`config.mk`:
```
export PLATFORM = sky130hd
export DESIGN_NAME = toggle_hs_rx
export DESIGN_NICKNAME = d
export VERILOG_FILES = /design/src/rtl/toggle_hs_rx.sv
export SDC_FILE = /design/constraint.sdc
export NUM_CORES = 1
export LEC_CHECK = 0
export CAP_MARGIN = 25
export CORE_MARGIN = 10
export CORE_UTILIZATION = 44
export CTS_BUF_LIST = sky130_fd_sc_hd__clkbuf_16
export DETAILED_ROUTE_END_ITERATION = 10
export PLACE_DENSITY = 0.77
export SYNTH_ARGS = -nofsm -noshare
export SYNTH_HDL_FRONTEND = slang
export SYNTH_SLANG_ARGS = --single-unit
export TNS_END_PERCENT = 30
```
`constraint.sdc`:
```
create_clock -name clock -period 2 [get_ports clock]
set_input_delay 0.5 -clock clock [delete_from_list [all_inputs] [get_ports clock]]
set_output_delay 0.5 -clock clock [all_outputs]
set_load 0.01 [all_outputs]
```
`src/rtl/toggle_hs_rx.sv`:
```
// -----------------------------------------------------------------------------
// toggle_hs_rx
//
// Receive end of a two-phase (toggle) handshake. Every transition of req_tog
// announces one word on data_in. The request is synchronised into the local
// clock domain. The word is captured into a single-entry buffer and offered on
// a valid/ready port. Each word the consumer accepts is answered with one
// transition of ack_tog. Delivered words are counted. A request that toggles
// again before it has been acknowledged raises a sticky error flag.
//
// Parameters
//   WIDTH        data word width
//   SYNC_STAGES  flops in the req_tog synchroniser (must be >= 2)
//   CNT_W        width of rx_count
//
// Ports
//   clock         rising-edge clock
//   clear         synchronous active-high reset; overrides every other event
//   req_tog       request toggle from the sender (asynchronous)
//   data_in       word from the sender; held stable until it sees ack_tog move
//   ack_tog       acknowledge toggle, one transition per delivered word
//   out_data      captured word
//   out_valid     out_data holds an undelivered word
//   out_ready     consumer accepts out_data this cycle
//   rx_count      number of delivered words, modulo 2^CNT_W
//   protocol_err  sticky flag: request toggled twice before acknowledge
// -----------------------------------------------------------------------------
module toggle_hs_rx #(
    parameter int WIDTH       = 8,
    parameter int SYNC_STAGES = 2,
    parameter int CNT_W       = 16
) (
    input  logic             clock,
    input  logic             clear,
    input  logic             req_tog,
    input  logic [WIDTH-1:0] data_in,
    output logic             ack_tog,
    output logic [WIDTH-1:0] out_data,
    output logic             out_valid,
    input  logic             out_ready,
    output logic [CNT_W-1:0] rx_count,
    output logic             protocol_err
);

    typedef enum logic {
        IDLE = 1'b0,
        HOLD = 1'b1
    } state_t;

    // -------------------------------------------------------------------------
    // req_tog synchroniser. Stage 0 samples the asynchronous input; the last
    // stage (req_s) is the only one the control logic looks at.
    // -------------------------------------------------------------------------
    logic [SYNC_STAGES-1:0] sync_reg;
    logic                   req_s;

    always_ff @(posedge clock) begin
        if (clear) begin
            sync_reg[0] <= 1'b0;
        end else begin
            sync_reg[0] <= req_tog;
        end
    end

    generate
        for (genvar gi = 1; gi < SYNC_STAGES; gi++) begin : g_sync
            always_ff @(posedge clock) begin
                if (clear) begin
                    sync_reg[gi] <= 1'b0;
                end else begin
                    sync_reg[gi] <= sync_reg[gi-1];
                end
            end
        end
    endgenerate

    assign req_s = sync_reg[SYNC_STAGES-1];

    // -------------------------------------------------------------------------
    // Receive FSM. A word is outstanding whenever the synchronised request
    // differs from our acknowledge. In HOLD the two normally differ. If they
    // are equal there, the sender has toggled a second time before it saw our
    // acknowledge. The buffered word is still delivered normally.
    // -------------------------------------------------------------------------
    state_t           state_reg;
    logic             ack_reg;
    logic             valid_reg;
    logic [WIDTH-1:0] data_reg;
    logic [CNT_W-1:0] count_reg;
    logic             err_reg;

    always_ff @(posedge clock) begin
        if (clear) begin
            state_reg <= IDLE;
            ack_reg   <= 1'b0;
            valid_reg <= 1'b0;
            data_reg  <= '0;
            count_reg <= '0;
            err_reg   <= 1'b0;
        end else begin
            case (state_reg)
                IDLE: begin
                    // data_in is not synchronised. The sender keeps it stable
                    // from its toggle until it sees our ack. It is therefore
                    // settled by the time req_s shows the toggle.
                    if (req_s != ack_reg) begin
                        data_reg  <= data_in;
                        valid_reg <= 1'b1;
                        state_reg <= HOLD;
                    end
                end
                HOLD: begin
                    if (req_s == ack_reg) begin
                        err_reg <= 1'b1;
                    end
                    if (out_ready) begin
                        valid_reg <= 1'b0;
                        ack_reg   <= ~ack_reg;
                        count_reg <= count_reg + CNT_W'(1);
                        state_reg <= IDLE;
                    end
                end
                default: begin
                    state_reg <= IDLE;
                end
            endcase
        end
    end

    assign ack_tog      = ack_reg;
    assign out_valid    = valid_reg;
    assign out_data     = data_reg;
    assign rx_count     = count_reg;
    assign protocol_err = err_reg;

endmodule

```
* Word-level counts from Yosys, hierarchy flattened
Index checks and enable logic that the tools add are counted.
** Word-level totals
- Bits of input ports :: 12
- Flip-flop bits (word level) :: 30
- Word-level logic and storage cells :: 25
- Output and inout bits :: 27
** Operators by class
- Bitwise gates (word level) :: 2
- Add/sub/neg operators :: 1
- Reduce and logical (&&, ||, !) cells :: 4
- Muxes and demuxes :: 6
- Equality and inequality tests :: 4
** Operator list (number)
- $add 16x1->16 const B :: 1
- $reduce_and 2->1 :: 4
- $mux 1 :: 4
- $ne 2x2->1 const B :: 2
- $pmux 1 s2 :: 2
- $not 1->1 :: 2
- $eq 1x1->1 :: 1
- $ne 1x1->1 :: 1

* Logic depth before layout (Yosys ltp)
Gate-level depths: netlist of the first run.
- Depth after elaboration :: 3
- Gate-level depth with buffers :: 6
- Depth with buffers taken out :: 5

* Worst setup path before layout of the first run
OpenSTA, ideal clock, no wires.
- Path kind :: register to register
- Start :: reg count_reg[0] (netlist: rx_count[0])
- End :: reg count_reg[14] (netlist: rx_count[14])
- Data required time :: 1929 ps
- Data arrival time :: 1453 ps
- Path slack :: 477 ps
- Library setup time :: 71 ps
- Period minus slack after synthesis :: 1523 ps
- Stages on the path, launching flop included :: 6
- Path buffers :: 0
- Cells stage by stage :: dfxtp_1 > ha_1 > and4_1 > nand4_1 > or3_1 > a21oi_1
** On the way
- Longest elaborated chain between the ends :: 1
** Ends and longest elaborated chain
- from (decl) :: line 89 : logic [CNT_W-1:0] count_reg;
- from (signal assigned) :: line 119 : count_reg <= count_reg + CNT_W'(1);
- $add 16x1->16 :: line 119
Every way passes these cells.
A chain may end at the register's enable or synchronous reset.

* Final worst setup path of the first run
- Start :: reg count_reg[2] (netlist: rx_count[2])
- End :: out rx_count[2]
** RTL lines
- to (decl) :: line 41 : output logic [CNT_W-1:0] rx_count,
No word-level cell between the ends.

==> out/summary.md, run 1 <==
The run finished with clean final reports. sky130_fd_sc_hd__dfxtp_1 takes more of the synthesized area than any other cell. The endpoint identified for the worst register-to-register timing path is rx_count[13]. For the pin with the worst max-slew slack, the measured transition is 0.5456 ns.

The final net count came out at 179. The logs give 90 for the DRC violation total after the first TritonRoute iteration and 30 for the clock net sink count. The worst-skew pair later-pin latency was 0.27 ns; the gate count after technology mapping was 122.

Across the run, the number of max-cap violations was 0. Setup repair after global routing left no endpoint under its margin. On the worst path, the slowest cell contributes a delay of 0.61 ns. After synthesis, the mean cell area works out to 9.651 um2. Among all stages on the critical path, the largest delay is contributed by sky130_fd_sc_hd__clkdlybuf4s50_1. The run gives 1078 as the via count of the first global-routing pass. The count of cells in the finished layout, fillers not included, comes to 196. Entering global routing, the biggest net connects 31 pins. The tools report the reg2reg setup slack as 0.39 ns.

Dividing total power by cell area gives a power density of 834.0 nW/um2. After synthesis, the share of flip-flops with an asynchronous set or reset is 0%. The worst endpoint data arrival time is 1.35 ns.

The signed area change from the synthesized netlist to the final layout came out at 47.40%. The post-CTS resize count was 0; the highest attainable clock frequency was 0.5409 GHz. The startpoint identified for the worst hold timing path is sync_reg[0]. In this run the tool buffered the top-level ports with 38 buffer cells. Global routing used 12.16% of the available tracks. The congestion estimate from routability-driven global placement came to 0.7234. The run gives 68.80% as the post-layout utilization of the core. The kind of cell with the highest combined delay along the critical path is buffers and inverters.

The cell depth of the worst flop-to-flop path works out to 4. Between clock sinks in the finished design, the worst skew comes to 0.003760 ns. Critical register-to-register path startpoint: rx_count[3].

Hold repair after CTS inserted 0 buffers. The completed layout was analyzed and its total power is 0.001447 W. Detailed route wirelength on metal2: 1.365 mm. For the finished layout, the period the worst path requires is 1.849 ns.

Initial antenna violation count: 0. For the number of hold violations in the final report, the log shows 0. The via-per-instance ratio was 5.245; the final period utilization was 92.43%. Across all hold checks on the routed design, the worst slack comes to 0.4358 ns. Once detail routing completed, the nets flagged for antenna violations numbered 0. The area of all placed cells without fillers was 1735 um2; the number of synthesized flops with an enable pin was 0. The depth of the CTS H-tree is 2.

STA classifies the critical path startpoint as a flip-flop. The antenna diode count is 0. The clock root buffer was sky130_fd_sc_hd__clkbuf_16. Yosys attributes the largest share of cell area to sky130_fd_sc_hd__dfxtp_1 51%, sky130_fd_sc_hd__mux2i_1 7.7%, sky130_fd_sc_hd__nor2_1 7.3%. The total number of vias was 1028. The worst setup path is captured at an output pin.

In this run the static leakage power is 0.6313 nW. 39 I/O pins were placed. The first global-routing pass estimated 4.912 mm of wire. The tools report the number of distinct library cell variants in the gate-level netlist after synthesis as 28. For this run, the leading register cell type out of synthesis is sky130_fd_sc_hd__dfxtp_1. The number of core rows came out at 18.

The commonest cells after synthesis are 30 x sky130_fd_sc_hd__dfxtp_1, 23 x sky130_fd_sc_hd__nor2_1, 9 x sky130_fd_sc_hd__mux2i_1, 9 x sky130_fd_sc_hd__nand4_1, 9 x sky130_fd_sc_hd__xor2_1. After detailed routing, the met3 layer carries 391 um of wire. In this run the tightest slew margin relative to its limit is 63.59%.

Dividing the detail-routed wire length by the instance count gives 15.15 um. The critical path goes through clkdlybuf4s50_1. The run gives 2 as the buffer depth of the longest clock path. The buffer and inverter count on the worst path came out at 1. The floorplan step set the die width to 71.73 um. The worst setup path is of the reg -> out kind.

The first detailed-routing pass ran for 4 iterations. In this run the vertical extent of the chip is 71.73 um. The number of CTS-inserted buffers was 5. Clock-pin slew was measured on the worst setup and hold paths at 0.04 ns. Cells with a size suffix above 1 make up 8.434% of the layout.

The tools report the starting utilization of the core area as 46.68%. The tools report the end point of the most critical hold path as req_s. Detailed placement ended at an HPWL of 2.259 mm. The required time of the worst setup path is 1.50 ns. After detailed routing, the wire length on met1 is 1.137 mm. Number of pins exceeding their max-slew limit in the final report: 0. The class of the tightest hold or removal check was reg -> reg. The register with the most flip-flops in the layout has 16 of them. The highest layer touched by signal routing is met4. Along the worst path, the maximum fanout reaches 7. TritonCTS built the clock tree. During synthesis, Yosys emitted a total of 0 warnings. The area of the mapped netlist is 1177 um2. The total length of routed wires was 2.970 mm; the share of the synthesized area in the top cell type was 51.01%.

In this run the cell area measured after placement is 1603 um2. The total core area came out at 2522 um2. The die area was 5145 um2; the cell count after placement was 189.

The worst vdd rail ir drop came out at 0.0007541 V. Setup violations remaining at the end of the flow were counted as 0. The total congestion overflow is 0. The logs give 135 for the number of nets in the synthesized netlist and 51.01% for the portion of the post-synthesis area used by sequential elements. Once the clock tree was built, the setup fixing pass inserted 0 buffers.

Among all cell types in the netlist, the one instantiated most often is sky130_fd_sc_hd__dfxtp_1. For this run, design rule violations remaining after detail routing come to 0. The worst hold path stage count was 1; the number of storage elements in the synthesis netlist was 30.
==> how the worst max path moves through the flow <==
stage,start,to,slack (ns),cells past startpoint
finish,rx_count[2],rx_count[2],0.15,1
global route,rx_count[2],rx_count[2],0.1,1
CTS,rx_count[2],rx_count[2],0.14,1
detailed placement,out_ready,rx_count[13],-0.06,5
global placement,out_ready,rx_count[13],0.01,5
floorplan,rx_count[0],rx_count[14],0.48,5
==> per-layer routing <==
metal	vias up	GRT usage [%]
met3	7	8.127
met4	0	9.677
met2	43	18.63
met1	469	11.14
met5	-	0
li1	509	-
==> area by class of cell <==
cell class / count / area, um2
fillers: 205 / 787.0
flip-flops and latches: 30 / 600.6
multi-input cells: 85 / 546.8
repair buffers: 42 / 410.4
clock buffers: 5 / 125.1
well taps: 30 / 37.54
clock inverters: 2 / 7.507
inverters: 2 / 7.507
==> power by group <==
| group | total [W] | switching (W) | internal [W] | leakage [nW] |
|---|---|---|---|---|
| Sequential | 0.000639 | 0.0000161 | 0.000623 | 0.243 |
| Clock | 0.000674 | 0.000233 | 0.000441 | 0.0723 |
| Combinational | 0.000134 | 0.0000576 | 0.0000768 | 0.316 |
==> kinds of logic (layout without fill, tap and decap cells) <==
logic type      after synthesis  after routing  synth area share, %
compound gates               10             10                4.888
xor+xnor                     13             13                9.671
fa+ha+maj                     1              1                1.063
buf+inv                       7             51                2.551
flops                        30             30                51.01
mux                           9              9                7.652
simple gates                 52             52                23.17
==> metrics by stage <==
stage          setup TNS (ns)  worst slack [ns]
4_1_cts                     0            0.1361
5_1_grt                     0           0.09809
2_1_floorplan               0            0.4768
3_3_place_gp                0           0.01487
6_report                    0            0.1513
3_5_place_dp          -0.1226          -0.06192
==> cell usage in the layout (no fill, tap or decap) <==
| cell type | n |
|---|---|
| sky130_fd_sc_hd__dfxtp_1 | 30 |
| sky130_fd_sc_hd__inv_1 | 4 |
| sky130_fd_sc_hd__or2_4 | 1 |
| sky130_fd_sc_hd__and3_2 | 1 |
| sky130_fd_sc_hd__and4_4 | 1 |
| sky130_fd_sc_hd__and2_1 | 1 |
| sky130_fd_sc_hd__mux2i_1 | 9 |
| sky130_fd_sc_hd__nor4b_1 | 1 |
| sky130_fd_sc_hd__or4_1 | 2 |
| sky130_fd_sc_hd__ha_1 | 1 |
| sky130_fd_sc_hd__clkbuf_16 | 5 |
| sky130_fd_sc_hd__nor2b_1 | 2 |
| sky130_fd_sc_hd__nor3_1 | 1 |
| sky130_fd_sc_hd__and4_1 | 1 |
| sky130_fd_sc_hd__nand4_1 | 9 |
| sky130_fd_sc_hd__and3_1 | 1 |
| sky130_fd_sc_hd__a21oi_1 | 5 |
| sky130_fd_sc_hd__buf_4 | 4 |
| sky130_fd_sc_hd__nor2_2 | 1 |
| sky130_fd_sc_hd__a211oi_1 | 1 |
| sky130_fd_sc_hd__xor2_1 | 9 |
| sky130_fd_sc_hd__o21ai_0 | 2 |
| sky130_fd_sc_hd__o31ai_1 | 2 |
| sky130_fd_sc_hd__nand2_2 | 1 |
| sky130_fd_sc_hd__xnor2_1 | 4 |
| sky130_fd_sc_hd__nand2_1 | 4 |
| sky130_fd_sc_hd__nor2_1 | 23 |
| sky130_fd_sc_hd__or3_1 | 2 |
| sky130_fd_sc_hd__clkdlybuf4s50_1 | 38 |
Note: power is estimated with default switching activity, not from simulation.
==> inputs of run 2 (changes only) <==
==> config.mk (replaced) <==
export PLATFORM = sky130hd
export DESIGN_NAME = toggle_hs_rx
export DESIGN_NICKNAME = d
export VERILOG_FILES = /design/src/rtl/toggle_hs_rx.sv
export SDC_FILE = /design/constraint.sdc
export NUM_CORES = 1
export LEC_CHECK = 0
export ABC_CLOCK_PERIOD_IN_PS = 2000
export CAP_MARGIN = 25
export CORE_MARGIN = 10
export CORE_UTILIZATION = 45
export CTS_BUF_LIST = sky130_fd_sc_hd__clkbuf_8
export DETAILED_ROUTE_END_ITERATION = 10
export PLACE_DENSITY = 0.79
export SYNTH_ARGS = -nofsm -noshare
export SYNTH_HDL_FRONTEND = slang
export SYNTH_SLANG_ARGS = --single-unit
export TNS_END_PERCENT = 30
==> out/summary.md, run 2 (synthesized netlist as in run 1, its figures left out) <==
The logs give 0.28 ns (about the same) for the worst-skew pair later-pin latency and 0 (unchanged) for the number of max-cap violations. The fraction of power spent switching nets is 21.63% (+0.44 points). The tools report the capture point of the worst reg-to-reg path as rx_count[15]. Traced cell by cell, the critical path runs through clkdlybuf4s50_1. The flip-flop count of the largest register after layout works out to 16 (unchanged). For the total half-perimeter wirelength after legalization and detailed placement, the log shows 2.152 mm (-4.7%).

The slowest cell on the critical path was sky130_fd_sc_hd__clkdlybuf4s50_1. The number of setup buffers added after CTS is 0 (unchanged). The worst endpoint data arrival time was 1.33 ns (-0.02 ns). For the total core area, the log shows 2477 um2 (-1.8%). The highest attainable clock frequency was 0.5451 GHz (+0.77%); the final net count was 180 (+0.56%). Relative to the synthesized area, the layout overhead comes to 46.12%.

The clock tree skew after final layout was 0.002969 ns (-0.0007902 ns). The commonest non-fill, non-tap cell in the layout was sky130_fd_sc_hd__clkdlybuf4s50_1. The number of nets still failing antenna checks after routing is 0 (unchanged), and the final period utilization is 91.73% (-0.71 points). The run gives 4.885 mm (-0.55%) as the wire length of the first global-routing pass.

The tools report the critical register-to-register path startpoint as rx_count[6]. The run gives 10.1% (+0.8 points) as the relative contribution of combinational cells to total power. The tools report the length of the first detailed-routing pass in iterations as 4 (unchanged). The via-per-instance ratio works out to 5.172 (-1.4%). Setup repair after global routing left no endpoint under its margin. The logs give 1610 um2 (+0.47%) for the cell area after placement and 0.6207 nW (-1.7%) for the static leakage power. Fraction of power consumed by sequential logic: 47.7% (+3.6 points). The flow ran to the end, and the final reports show no timing, DRC or antenna violations.

For the DRC violation count after routing, the log shows 0 (unchanged). For the number of core rows, the log shows 18 (unchanged). End point of the most critical hold path: req_s. The switching power of the nets is 0.0002882 W (-6.0%). The share of layout cells above drive strength 1 came out at 10.71% (+2.3 points). CTS placed an instance of sky130_fd_sc_hd__clkbuf_8 at the clock tree root. The highest cell delay on the worst timing path was 0.59 ns (-0.02 ns). The total power density per cell area came out at 774.5 nW/um2 (-7.1%). Count of input and output buffers: 38 (unchanged). The starting utilization of the core area was 47.53% (+0.85 points); the worst vdd rail ir drop was 0.0006506 V (-14%).

The total length of routed wires is 2.830 mm (-4.7%), and the via count of the first global-routing pass is 1054 (-2.2%). The number of pins exceeding their max-slew limit in the final report was 0 (unchanged); the actual slew at the worst max-slew pin was 0.5496 ns (+0.004067 ns). The quantity of hold-fixing buffers added after cts is 0 (unchanged), and the total congestion overflow is 0 (unchanged).

The run gives 0.43 ns (+0.04 ns) as the reg2reg setup slack. The post-CTS resize count was 0 (unchanged). The horizontal extent of the die works out to 71.15 um (-0.81%). On the critical path the largest part of the delay comes from buffers and inverters. Internal power of the cells: 0.001044 W (-8.5%).

The logs give 0 (unchanged) for the initial antenna violation count and 39 (unchanged) for the number of placed I/O pins. The tools report the antenna diode count as 0 (unchanged). The depth of the CTS H-tree is 2 (unchanged).

Placer's final routability congestion estimate: 0.7830 (+8.2%). Pre-CTS setup slack: -0.03969 ns (+0.02223 ns). The tools report the sort of element at the end of the critical path as an output pin. Die height: 71.15 um (-0.81%).

The hold path startpoint is sync_reg[0]. The worst hold path stage count is 1 (unchanged). Clock-pin transition on the worst setup and hold timing paths: 0.06 ns (+0.02 ns).

The required time of the worst setup path was 1.50 ns (about the same). The critical path startpoint category was a flip-flop. Worst slew margin relative to its limit: 63.32% (-0.27 points). The buffer and inverter count on the worst path was 1 (unchanged). The path class of the tightest hold or removal check is reg -> reg.

The number of CTS-inserted buffers is 5 (unchanged). The library cells used most frequently in the layout, excluding fill and tap cells, are 38 x sky130_fd_sc_hd__clkdlybuf4s50_1, 30 x sky130_fd_sc_hd__dfxtp_1, 23 x sky130_fd_sc_hd__nor2_1. The area of all placed cells without fillers is 1720 um2 (-0.86%).

The logs give 11.80% (-0.36 points) for the global-route total usage across every layer and 30 (unchanged) for the clock net sink count. The number of endpoints failing setup at the final stage was 0 (unchanged); the maximum fanout count along the critical path was 7 (unchanged). TritonCTS built the clock tree. The run gives 5062 um2 (-1.6%) as the die area. The minimum period implied by the final worst setup slack is 1.835 ns (-0.01417 ns), and the cell depth of the worst flop-to-flop path is 4 (unchanged).

The run gives 1024 (-0.39%) as the total number of vias. The tools report the minimum setup slack in the final design as 0.1655 ns (+0.01417 ns). The maximum number of pins on one net before global-route repair is 31 (unchanged). The wire length per cell came out at 14.29 um (-5.7%). The tools report the number of hold violations in the final report as 0 (unchanged). The part of the power in the clock network is 42.2% (-4.4 points). The tools report the DRC violation total after the first TritonRoute iteration as 85 (-5.6%). By startpoint and endpoint, the worst setup path is classified as reg -> out.

The final setup TNS was 0 ns (unchanged). Buffer depth of the longest clock path: 2 (unchanged).
[run 2: cell types whose count changed in the layout (fill, tap and decap cells not counted), sizes merged]
cell / previous run / this run
clkbuf: 5 / 8
inv: 4 / 2
buf: 4 / 5
[run 2: worst max-delay path by stage]
| stage | from | endpoint | slack (ns) | cells after the start |
|---|---|---|---|---|
| 2_1_floorplan | rx_count[0] | rx_count[14] | 0.48 | 5 |
| 3_3_place_gp | out_ready | rx_count[15] | 0.02 | 5 |
| 3_5_place_dp | out_ready | rx_count[15] | -0.04 | 5 |
| 4_1_cts | rx_count[2] | rx_count[2] | 0.13 | 1 |
| 5_1_grt | rx_count[2] | rx_count[2] | 0.08 | 1 |
| 6_report | rx_count[2] | rx_count[2] | 0.17 | 1 |
[run 2: metrics by stage]
stage	instances	utilization, %	hold slack, ns	power (W)
6_report	198	69.44	0.4433	0.001332
5_1_grt	198	69.44	0.4583	0.001394
4_1_cts	198	69.44	0.4518	0.001352
3_5_place_dp	190	65.00	0.4338	0.0007839
3_3_place_gp	190	65.00	0.4187	0.0007791
2_1_floorplan	122	-	0.4138	0.0007150
[run 2: final cells by class]
class	instances	area (um2)
Clock buffer	8	110.1
Multi-Input combinational cell	85	546.8
Timing Repair Buffer	43	417.9
Inverter	2	7.507
Sequential cell	30	600.6
Fill cell	208	757.0
Tap cell	30	37.54
[run 2: layer usage]
| layer | global-route usage (%) | routed length [um] | up-vias |
|---|---|---|---|
| met3 | 9.623 | 369 | 2 |
| met5 | 0 | 0 | - |
| met2 | 17.35 | 1343 | 35 |
| met1 | 12.41 | 1113 | 476 |
| met4 | 3.871 | 3 | 0 |
| li1 | - | - | 511 |
[run 2: power groups by stage]
stage / Combinational [W] / Clock, W / Sequential [W]
after global routing: 0.000147 / 0.000608 / 0.000639
final: 0.000134 / 0.000562 / 0.000636
after CTS: 0.000136 / 0.000579 / 0.000636
after floorplan: 0.0000612 / 0 / 0.000654
after global placement: 0.000132 / 0 / 0.000648
after detailed placement: 0.000135 / 0 / 0.000649
==> inputs of run 3 (changes only) <==
--- a/config.mk
+++ b/config.mk
@@ -12,6 +12,7 @@
 export CTS_BUF_LIST = sky130_fd_sc_hd__clkbuf_8
 export DETAILED_ROUTE_END_ITERATION = 10
 export PLACE_DENSITY = 0.79
+export SLEW_MARGIN = 0
 export SYNTH_ARGS = -nofsm -noshare
 export SYNTH_HDL_FRONTEND = slang
 export SYNTH_SLANG_ARGS = --single-unit
==> constraint.sdc (replaced) <==
create_clock -name clock -period 2 [get_ports clock]
set_input_delay 0.6 -clock clock [delete_from_list [all_inputs] [get_ports clock]]
set_output_delay 0.6 -clock clock [all_outputs]
set_load 0.01 [all_outputs]
==> out/summary.md, run 3 (synthesized netlist as in run 1, its figures left out) <==
The run finished with clean final reports. Clock tree skew after final layout: 0.002979 ns (+0.00001011 ns). The number of nets still failing antenna checks after routing is 0 (unchanged). The class of the tightest hold or removal check was reg -> reg. The count of input and output buffers was 38 (unchanged); the area of all placed cells without fillers was 1709 um2 (-0.65%).

The worst setup path is captured at an output pin. The length of the first detailed-routing pass in iterations was 4 (unchanged). The category of the most critical setup path was reg -> out.

Total power density per cell area: 733.2 nW/um2 (-5.3%). Category of cells accounting for the largest share of critical-path delay: buffers and inverters. For the switching power of the nets, the log shows 0.0002841 W (-1.4%). The post-CTS resize count is 0 (unchanged), and the total half-perimeter wirelength after legalization and detailed placement is 2.136 mm (-0.74%).

The run gives 0.0008342 V (+28%) as the worst vdd rail ir drop. The total length of routed wires came out at 2.829 mm (about the same). The logs give 30 (unchanged) for the clock net sink count and 2477 um2 (unchanged) for the total core area. The tools report the reg2reg setup slack as 0.42 ns (about the same). The number of placed I/O pins was 39 (unchanged); the maximum fanout count along the critical path was 6 (-1). Leaving out fill and tap cells, the most frequent cells in the layout are 38 x sky130_fd_sc_hd__clkdlybuf4s50_1, 30 x sky130_fd_sc_hd__dfxtp_1, 23 x sky130_fd_sc_hd__nor2_1.

The die area is 5062 um2 (unchanged). The final period utilization is 95.24% (+3.5 points). The signal on the critical path passes through clkdlybuf4s50_1. The tools report the launch point of the critical path as rx_count[3]. The buffer and inverter count on the worst path is 1 (unchanged).

For the worst-skew pair later-pin latency, the log shows 0.28 ns (about the same). Capture point of the worst reg-to-reg path: rx_count[15]. The cell area after placement was 1618 um2 (+0.47%). The library cell used most frequently in the layout, excluding fill and tap cells, is sky130_fd_sc_hd__clkdlybuf4s50_1. The logs give 0 (unchanged) for the quantity of hold-fixing buffers added after cts and 0.6210 nW (about the same) for the static leakage power. TritonCTS built the clock tree. The flip-flop count of the largest register after layout came out at 16 (unchanged). The logs give 0 (unchanged) for the antenna diode count and 1.071 mm (-3.8%) for the detailed-route wire length on metal 1. The tools report the maximum number of pins on one net before global-route repair as 31 (unchanged). The worst slew margin relative to its limit is 63.66% (+0.34 points), and the wire length per cell is 14.22 um (-0.54%). The logs give 0.5250 GHz (-3.7%) for the highest attainable clock frequency and 0 (unchanged) for the number of endpoints failing setup at the final stage. The startpoint identified for the worst register-to-register timing path is rx_count[3]. For the number of CTS-inserted buffers, the log shows 5 (unchanged). Setup repair after global routing left no endpoint under its margin. The minimum period implied by the final worst setup slack is 1.905 ns (+0.07023 ns), and the fraction of power spent switching nets is 22.67% (+1.0 points). The placer's final routability congestion estimate was 0.7770 (-0.77%).

The cell depth of the worst flop-to-flop path is 4 (unchanged), and the via-per-instance ratio is 5.251 (+1.5%). The tools report the total power draw as 0.001253 W (-6.0%). The internal power of the cells came out at 0.0009691 W (-7.2%). For the total met3 wirelength after detailed routing, the log shows 406 um (+10%). The starting utilization of the core area is 47.53% (unchanged), and the total number of vias is 1045 (+2.1%). The DRC violation total after the first TritonRoute iteration came out at 46 (-46%). Number of cells on the critical path: 1 (unchanged). In this run the worst setup path terminates at rx_count[3]. Worst endpoint data arrival time: 1.30 ns (-0.03 ns).

The highest cell delay on the worst timing path was 0.59 ns (about the same). The share of layout cells above drive strength 1 works out to 10.65% (-0.063 points). The run gives 50.8% (+3.1 points) as the fraction of power consumed by sequential logic. Number of core rows: 18 (unchanged). The buffer depth of the longest clock path came out at 2 (unchanged). The depth of the CTS H-tree came out at 2 (unchanged).

The clock-pin transition on the worst setup and hold timing paths is 0.06 ns (about the same). The number of pins exceeding their max-slew limit in the final report was 0 (unchanged). Clock root buffer: sky130_fd_sc_hd__clkbuf_8. Relative contribution of combinational cells to total power: 10.6% (+0.5 points).

The run gives 4.816 mm (-1.4%) as the wire length of the first global-routing pass. The required time of the worst setup path is 1.40 ns (-0.10 ns), and the final net count is 181 (+0.56%). The slowest cell on the critical path was sky130_fd_sc_hd__clkdlybuf4s50_1. The detailed route wirelength on metal2 came out at 1.308 mm (-2.6%). Die height: 71.15 um (unchanged). The horizontal extent of the die was 71.15 um (unchanged); the signed area change from the synthesized netlist to the final layout was 45.16%. The actual slew at the worst max-slew pin is 0.5446 ns (-0.005057 ns). Top layer used by detailed routing: met4.

The tools report the part of the power in the clock network as 38.6% (-3.6 points). The DRC violation count after routing is 0 (unchanged). The logs give 1056 (+0.19%) for the via count of the first global-routing pass and 0 (unchanged) for the initial antenna violation count. The number of setup buffers added after CTS was 0 (unchanged); the global-route total usage across every layer was 11.62% (-0.18 points). The tools report the critical path startpoint category as a flip-flop. For the total congestion overflow, the log shows 0 (unchanged).

The number of max-cap violations came out at 0 (unchanged). The number of hold violations in the final report is 0 (unchanged).
run 3: cell types whose count changed in the layout (fill, tap and decap cells not counted):
cell and change:
sky130_fd_sc_hd__clkinv_2 +1, sky130_fd_sc_hd__inv_1 +1, sky130_fd_sc_hd__clkbuf_8 -2, sky130_fd_sc_hd__buf_4 +1
run 3: stage by stage:
step | instances | hold slack, ns | util (%) | TNS (ns) | worst slack (ns)
global route | 199 | 0.4820 | 68.99 | 0 | 0.03061
finish | 199 | 0.4593 | 68.99 | 0 | 0.09524
global placement | 191 | 0.4186 | 65.30 | -0.1881 | -0.06577
CTS | 199 | 0.4613 | 68.99 | 0 | 0.06515
floorplan | 122 | 0.4138 | - | 0 | 0.3804
detailed placement | 191 | 0.4530 | 65.30 | -0.3334 | -0.1141
run 3: area by class of cell:
| type | count | area, um2 |
|---|---|---|
| timing repair buffer | 44 | 425.4 |
| sequential | 30 | 600.6 |
| inverter | 2 | 7.507 |
| clock inverter | 2 | 8.758 |
| clock buffer | 6 | 82.58 |
| fill | 205 | 768.2 |
| tap | 30 | 37.54 |
| multi-input combinational | 85 | 546.8 |
run 3: worst min path at each step:
stage                     start  endpoint  depth (start not counted)
floorplan           sync_reg[0]     req_s                          1
global placement    sync_reg[0]     req_s                          1
detailed placement  sync_reg[0]     req_s                          1
CTS                 sync_reg[0]     req_s                          1
global route        sync_reg[0]     req_s                          1
finish              sync_reg[0]     req_s                          1
run 3: routing by layer:
layer	GRT usage [%]	up-vias
met5	0	-
met1	10.94	484
met3	9.623	6
met2	17.94	44
li1	-	511
met4	5.161	0
run 3: power groups by stage:
stage | clock, W | combinational [W] | sequential (W)
global route | 0.000531 | 0.000146 | 0.000639
global placement | 0 | 0.000132 | 0.000648
floorplan | 0 | 0.0000612 | 0.000654
finish | 0.000483 | 0.000133 | 0.000637
detailed placement | 0 | 0.000135 | 0.000649
CTS | 0.000504 | 0.000136 | 0.000636
